[src/rtl/alu16_mul_seq.sv]
// rtl/alu16_mul_seq.sv - 16x16 low-half multiply sequencer that borrows the shared ALU
module alu16_mul_seq (
    input  logic        clk,
    input  logic        reset,
    input  logic        req_valid,
    output logic        req_ready,
    input  logic [15:0] req_a,
    input  logic [15:0] req_b,
    output logic        rsp_valid,
    input  logic        rsp_ready,
    output logic [15:0] rsp_data,
    output logic        seq_busy,
    input  logic [15:0] dp_a,
    input  logic [15:0] dp_b,
    input  logic [3:0]  dp_shamt,
    input  logic [2:0]  dp_op,
    output logic [15:0] alu_a,
    output logic [15:0] alu_b,
    output logic [3:0]  alu_shamt,
    output logic [2:0]  alu_op,
    input  logic [15:0] alu_out
);
    typedef enum logic [2:0] {IDLE, SCAN, SHIFT, ADD, RESP} state_t;

    localparam logic [2:0] OP_ADD = 3'b000;
    localparam logic [2:0] OP_SLL = 3'b111;

    state_t      state;
    logic [15:0] a_reg;
    logic [15:0] b_reg;
    logic [15:0] acc;
    logic [15:0] tmp;
    logic [3:0]  i;

    assign rsp_data = acc;

    // Status flags are registered alongside each state transition so they
    // always agree with the state the sequencer is in during the cycle.
    always_ff @(posedge clk) begin
        if (reset) begin
            state     <= IDLE;
            a_reg     <= '0;
            b_reg     <= '0;
            acc       <= '0;
            tmp       <= '0;
            i         <= '0;
            req_ready <= 1'b1;
            rsp_valid <= 1'b0;
            seq_busy  <= 1'b0;
        end else begin
            case (state)
                IDLE: begin
                    if (req_valid) begin
                        a_reg     <= req_a;
                        b_reg     <= req_b;
                        acc       <= '0;
                        i         <= '0;
                        state     <= SCAN;
                        req_ready <= 1'b0;
                        seq_busy  <= 1'b1;
                    end
                end
                SCAN: begin
                    if (b_reg[i]) begin
                        state <= SHIFT;
                    end else if (i == 4'd15) begin
                        state     <= RESP;
                        seq_busy  <= 1'b0;
                        rsp_valid <= 1'b1;
                    end else begin
                        i <= i + 4'd1;
                    end
                end
                SHIFT: begin
                    tmp   <= alu_out;
                    state <= ADD;
                end
                ADD: begin
                    acc <= alu_out;
                    if (i == 4'd15) begin
                        state     <= RESP;
                        seq_busy  <= 1'b0;
                        rsp_valid <= 1'b1;
                    end else begin
                        i     <= i + 4'd1;
                        state <= SCAN;
                    end
                end
                RESP: begin
                    if (rsp_ready) begin
                        state     <= IDLE;
                        rsp_valid <= 1'b0;
                        req_ready <= 1'b1;
                    end
                end
                default: begin
                    state     <= IDLE;
                    req_ready <= 1'b1;
                    rsp_valid <= 1'b0;
                    seq_busy  <= 1'b0;
                end
            endcase
        end
    end

    // The datapath keeps the ALU whenever the sequencer is not busy, RESP included.
    always_comb begin
        alu_a     = dp_a;
        alu_b     = dp_b;
        alu_shamt = dp_shamt;
        alu_op    = dp_op;
        if (seq_busy) begin
            case (state)
                SHIFT: begin
                    alu_a     = acc;
                    alu_b     = a_reg;
                    alu_shamt = i;
                    alu_op    = OP_SLL;
                end
                ADD: begin
                    alu_a     = acc;
                    alu_b     = tmp;
                    alu_shamt = 4'd0;
                    alu_op    = OP_ADD;
                end
                default: begin
                    alu_a     = acc;
                    alu_b     = 16'd0;
                    alu_shamt = 4'd0;
                    alu_op    = OP_ADD;
                end
            endcase
        end
    end
endmodule

[config.mk]
export PLATFORM = sky130hd
export DESIGN_NAME = alu16_mul_seq
export DESIGN_NICKNAME = d
export VERILOG_FILES = /design/src/rtl/alu16_mul_seq.sv
export SDC_FILE = /design/constraint.sdc
export NUM_CORES = 1
export LEC_CHECK = 0
export BUFFER_PORTS_ARGS = -buffer_cell sky130_fd_sc_hd__buf_2
export CORE_MARGIN = 2
export CORE_UTILIZATION = 48
export DETAILED_ROUTE_END_ITERATION = 7
export PLACE_DENSITY = 0.78
export SYNTH_ARGS = -nofsm -noshare
export SYNTH_HDL_FRONTEND = slang
export SYNTH_SLANG_ARGS = --single-unit
[constraint.sdc]
create_clock -name clk -period 2.5 [get_ports clk]
set_input_delay 0.25 -clock clk [delete_from_list [all_inputs] [get_ports clk]]
set_output_delay 0.25 -clock clk [all_outputs]
set_load 0.02 [all_outputs]
* Word level (Yosys, flattened, before mapping) *
Index checks and enable logic that the tools add are counted.

operators by class
  add/subtract/negate cells = 1
  order comparisons = 1
  eq/ne operators = 9
  muxes and demuxes = 32
  bitwise logic cells = 3
  reduce and logical (&&, ||, !) cells = 13

operator list
  cell                                                        number
  one-hot mux 16 bit (2 select lines)                         2
  two-way mux 16 bit                                          3
  two-way mux 3 bit                                           7
  two-way mux 4 bit                                           5
  one-hot mux 3 bit (5 select lines)                          1
  AND reduction 3 bit                                         5
  one-hot mux 4 bit (3 select lines)                          1
  two-way mux 1 bit                                           9
  one-hot mux 1 bit (4 select lines)                          2
  == test 3 x 2 -> 1 bit, second input constant               2
  != test 2 bit, second input constant                        3
  less-than comparator 4 x 5 -> 1 bit, second input constant  1
  adder 4 x 1 -> 4 bit, second input constant                 1
  binary-select mux 1 bit (select 4 bit)                      1
  == test 4 bit, second input constant                        1
  AND reduction 2 bit                                         2
  OR reduction 2 bit                                          2
  == test 3 x 1 -> 1 bit, second input constant               1
  == test 3 bit, second input constant                        1
  zero test 3 bit                                             1
  != test 3 bit, second input constant                        1
  NOT 1 bit                                                   3
  one-hot mux 1 bit (3 select lines)                          1
  nonzero test 3 bit                                          1
  other kinds (2)                                             2

word-level totals
  register bits = 74
  input bits = 91
  output and inout bits = 58

* Logic depth before layout (Yosys ltp) *
  depth in word-level cells = 4
  gate-level depth with buffers = 7
  depth with buffers taken out = 6

* Least setup slack after synthesis *
Ideal clock, no wire load.

  path type = reg2out
  start point = reg state[0]
  end point = out alu_b[10]
  data arrival time = 1.800 ns
  data required time = 2.250 ns
  path slack = 0.450 ns
  stages on the path, launching flop included = 8
  buffers on the path = 2
  cell sequence = dfxtp_1 buf_2 inv_1 nand2_1 nor2_1 clkbuf_1 a22oi_1 a21oi_1

on the way
  word-level cells in the longest chain between the ends = 3
  elaborated cells between the ends (all ways) = 4
  those cells by class = eq/ne (2); mux (2)

RTL lines
  element                                line  text
  start: declaration                     28    state_t state;
  start signal: assignment               41    state <= IDLE;
  start signal: assignment               58    state <= SCAN;
  start signal: assignment               65    state <= SHIFT;
  == test 3 x 2 -> 1 bit                 113   case (state)
  one-hot mux 16 bit (2 select lines) *  113
  two-way mux 16 bit *                   112   if (seq_busy) begin
  end: declaration                       18    output logic [15:0] alu_b,

Every way passes the cells marked *; elsewhere a longest branch is shown, timed or not.

* Worst setup path in the final report *
  start point = reg state[0]
  end point = out alu_b[3]

The elaborated chain is that of the path after synthesis.

==> implementation parameters <==
Parameter                              Value

Routing
  Antenna-violating nets left    0
  Via density per instance    5.21
  First-pass iteration count of the detailed router    4
  Count of vias placed by the detailed router    3632
  Number of design-rule violations left by the first detailed-router iteration    169
  Avg WL per Cell    13.9 um
  Number of remaining DRC errors    0
  Final wirelength    9700 um

Die
  Starting density of the core    0.490
  Area enclosed by the die boundary    7980 um^2
  Core Area    7140 um^2
  Std-Cell Rows    31
  Die Height    89.3 um
  Number of ports placed on the die boundary    149
  Width of the chip    89.3 um

STA
  Final cycle utilization of the critical path    0.921
  FMAX    0.434 GHz
  Time the final worst path needs with I/O delays and setup    2.30 ns
  Setup Skew    0.0131 ns
  RSZ-0062 raised after global routing    false
  Final Hold Violating Endpoints    0
  Setup_tns    0 ns
  Count of pins over their slew limit    0
  Worst Tran Pin Value    0.960 ns
  Remaining max-slew budget at the tightest pin    0.360
  Final setup violation count    0

Pwr
  Proportion of power drawn by flip-flops and latches    0.472
  Maximum VDD drop    0.000379 V
  Fraction of power spent switching nets    0.293
  Power per unit of standard cell area    589 nW/um^2
  Lkg Pwr    1.92 nW
  Combinational group share of total power    0.203
  Cell Int Power    1.89 mW
  Clock Power Share    0.325
  Net switching power of the design    0.784 mW

Yosys
  Post-synthesis instance area    3500 um^2
  Predominant post-synthesis flop cell    sky130_fd_sc_hd__dfxtp_1
  Share of synthesized area occupied by flip-flops and latches    0.424
  Cells after Synth    459
  Number of storage elements in the synthesis netlist    74
  Average cell area after synthesis    7.62 um^2
  Number of enable-type register cells in the synthesized netlist    0
  Ys async rst share    0
  Synth unique cells    44
  Number of nets produced by synthesis    551
  Synth warnings    0

Worst setup path
  Worst-path maximum fanout    31
  Category of the critical setup timing path    flop to output port
  Reg2Reg Depth    5
  Critical Path Start    state[0]
  WP data required    2.25 ns
  Beginning of the worst register-to-register path    i[0]
  Kind of end point of the critical path    output port
  Critical path startpoint category    flop
  Critical path data arrival time    2.05 ns

Global routing
  Antenna violations before repair    0
  Maximum number of pins on one net before global-route repair    53
  Via count of the first global-routing pass    3272
  Wire length of the first global-routing pass    14900 um
  Remaining Overflow, GRT    0
  GRT Total Usage    0.241

Layout
  Nets@finish    685
  N_diodes    0
  Signed area change from the synthesized netlist to the final layout    29.8%
  Ratio of cells with drive above 1 in the final layout    0.343
  Final Cell Area    4540 um^2

CTS
  Number of hold buffers added after CTS    0
  Clock tree from TritonCTS    built
  Maximum level of the CTS H-tree    3
  CTS buffer count    9
  Clock-pin slew reported for the worst setup and hold paths after clock tree synthesis    0.08 ns
  Clock net sink count    74
  Maximum buffer depth of the clock tree    2
  Skew-Pair Late Insertion Delay    0.34 ns
  Post-CTS Repair Setup Buffers    0
  Cell at the root of the clock tree    sky130_fd_sc_hd__clkbuf_8

Min path
  Cell count of the worst hold path    3
  HP Start    req_b[2]
  Hold/Removal Path Class    input pin to flop

Flow run
  Count of maximum capacitance violations    0

Placed design
  Estimated wirelength of the detail-placed design    7090 um
  Placed cell areas    4340 um^2
  Routability-driven placement congestion ratio    0.809
  Buffers added on ports    148

Status
  Status    finished clean
Yosys cell counts, types with 2 or more instances:
| cell type | n | area (um^2) |
|---|---|---|
| sky130_fd_sc_hd__a211oi_1 | 2 | 15.0 |
| sky130_fd_sc_hd__a21oi_1 | 86 | 430 |
| sky130_fd_sc_hd__a221o_1 | 2 | 20.0 |
| sky130_fd_sc_hd__a22oi_1 | 16 | 120 |
| sky130_fd_sc_hd__buf_1 | 4 | 15.0 |
| sky130_fd_sc_hd__clkbuf_1 | 32 | 120 |
| sky130_fd_sc_hd__dfxtp_1 | 74 | 1480 |
| sky130_fd_sc_hd__inv_1 | 10 | 37.5 |
| sky130_fd_sc_hd__mux2_2 | 16 | 180 |
| sky130_fd_sc_hd__mux2i_1 | 4 | 40.0 |
| sky130_fd_sc_hd__nand2_1 | 118 | 443 |
| sky130_fd_sc_hd__nand2b_1 | 2 | 12.5 |
| sky130_fd_sc_hd__nand3_1 | 22 | 110 |
| sky130_fd_sc_hd__nand4_1 | 2 | 12.5 |
| sky130_fd_sc_hd__nor2_1 | 26 | 97.6 |
| sky130_fd_sc_hd__nor2b_1 | 3 | 18.8 |
| sky130_fd_sc_hd__nor3_1 | 3 | 15.0 |
| sky130_fd_sc_hd__o21ai_0 | 10 | 50.1 |
| sky130_fd_sc_hd__or3_1 | 2 | 12.5 |
cells in the final DEF, fill, tap and decap left out, drive strengths merged, types with 12 or more instances in the layout:
cell / n
nand2: 118
a21oi: 86
a22oi: 16
clkbuf: 13
dfxtp: 74
nand3: 22
buf: 161
nor2: 26
mux2: 17
o21ai: 12
layer usage:
metal / GRT usage / vias to the layer above / share of wire
li1: - / 1850 / -
met1: 0.309 / 1657 / 0.44
met2: 0.404 / 117 / 0.48
met3: 0.0397 / 8 / 0.062
met4: 0.0950 / 0 / 0.0094
met5: 0 / - / 0
layout make-up:
cell class | instances | area [um^2]
Clock buffer | 13 | 169
Timing Repair Buffer | 161 | 863
Clock inverter | 3 | 21.3
Sequential cell | 74 | 1480
Multi-Input combinational cell | 337 | 1840
Inverter | 10 | 37.5
Tap cell | 99 | 124
Fill cell | 688 | 2600
critical path, cell delays in order, from the launching register on:
cell and delay [ns]:
sky130_fd_sc_hd__dfxtp_1 0.32, sky130_fd_sc_hd__buf_4 0.17, sky130_fd_sc_hd__inv_1 0.09, sky130_fd_sc_hd__nand2_1 0.09, sky130_fd_sc_hd__nor2_2 0.32, sky130_fd_sc_hd__buf_12 0.24, sky130_fd_sc_hd__a22oi_1 0.11, sky130_fd_sc_hd__a21oi_1 0.19
sky130_fd_sc_hd__buf_2 0.18
repair_timing:
action | CTS | global route
resized for setup | 1 | 0
endpoints found under the hold margin | 0 | 0
setup endpoints to repair | 16 | 0
cells by family after synthesis:
family                   synth area share
flip-flops                          0.424
AO/OA/AOI/OAI                       0.223
buffers and inverters              0.0540
AND/OR/NAND/NOR                     0.216
multiplexers                       0.0802
adder cells (fa/ha/maj)           0.00358
metrics by stage:
| stage | setup WS [ns] | power, mW | hold WS, ns | instances | util |
|---|---|---|---|---|---|
| finish | 0.197 | 2.67 | 0.141 | 697 | 0.636 |
| global route | 0.0442 | 2.81 | 0.148 | 697 | 0.636 |
| CTS | 0.174 | 2.69 | 0.130 | 697 | 0.636 |
| detailed placement | 0.312 | 1.83 | 0.446 | 681 | 0.609 |
| global placement | 0.373 | 1.82 | 0.441 | 681 | 0.609 |
| floorplan | 0.450 | 1.62 | 0.386 | 459 | - |
path summary, 6_finish.rpt:
| path | end | slack [ns] |
|---|---|---|
| hold / removal | b_reg[2] | 0.14 |
| setup / recovery | alu_b[3] | 0.20 |
| hold reg to reg | b_reg[10] | 0.46 |
| setup reg to reg | state[0] | 0.47 |
power groups by stage:
| stage | combinational (mW) | clock [mW] | sequential [mW] |
|---|---|---|---|
| 4_1_cts | 0.547 | 0.882 | 1.26 |
| 6_report | 0.544 | 0.869 | 1.26 |
| 3_3_place_gp | 0.534 | 0 | 1.29 |
| 2_1_floorplan | 0.347 | 0 | 1.28 |
| 3_5_place_dp | 0.544 | 0 | 1.29 |
| 5_1_grt | 0.601 | 0.937 | 1.27 |
Note: power is estimated with default switching activity, not from simulation.
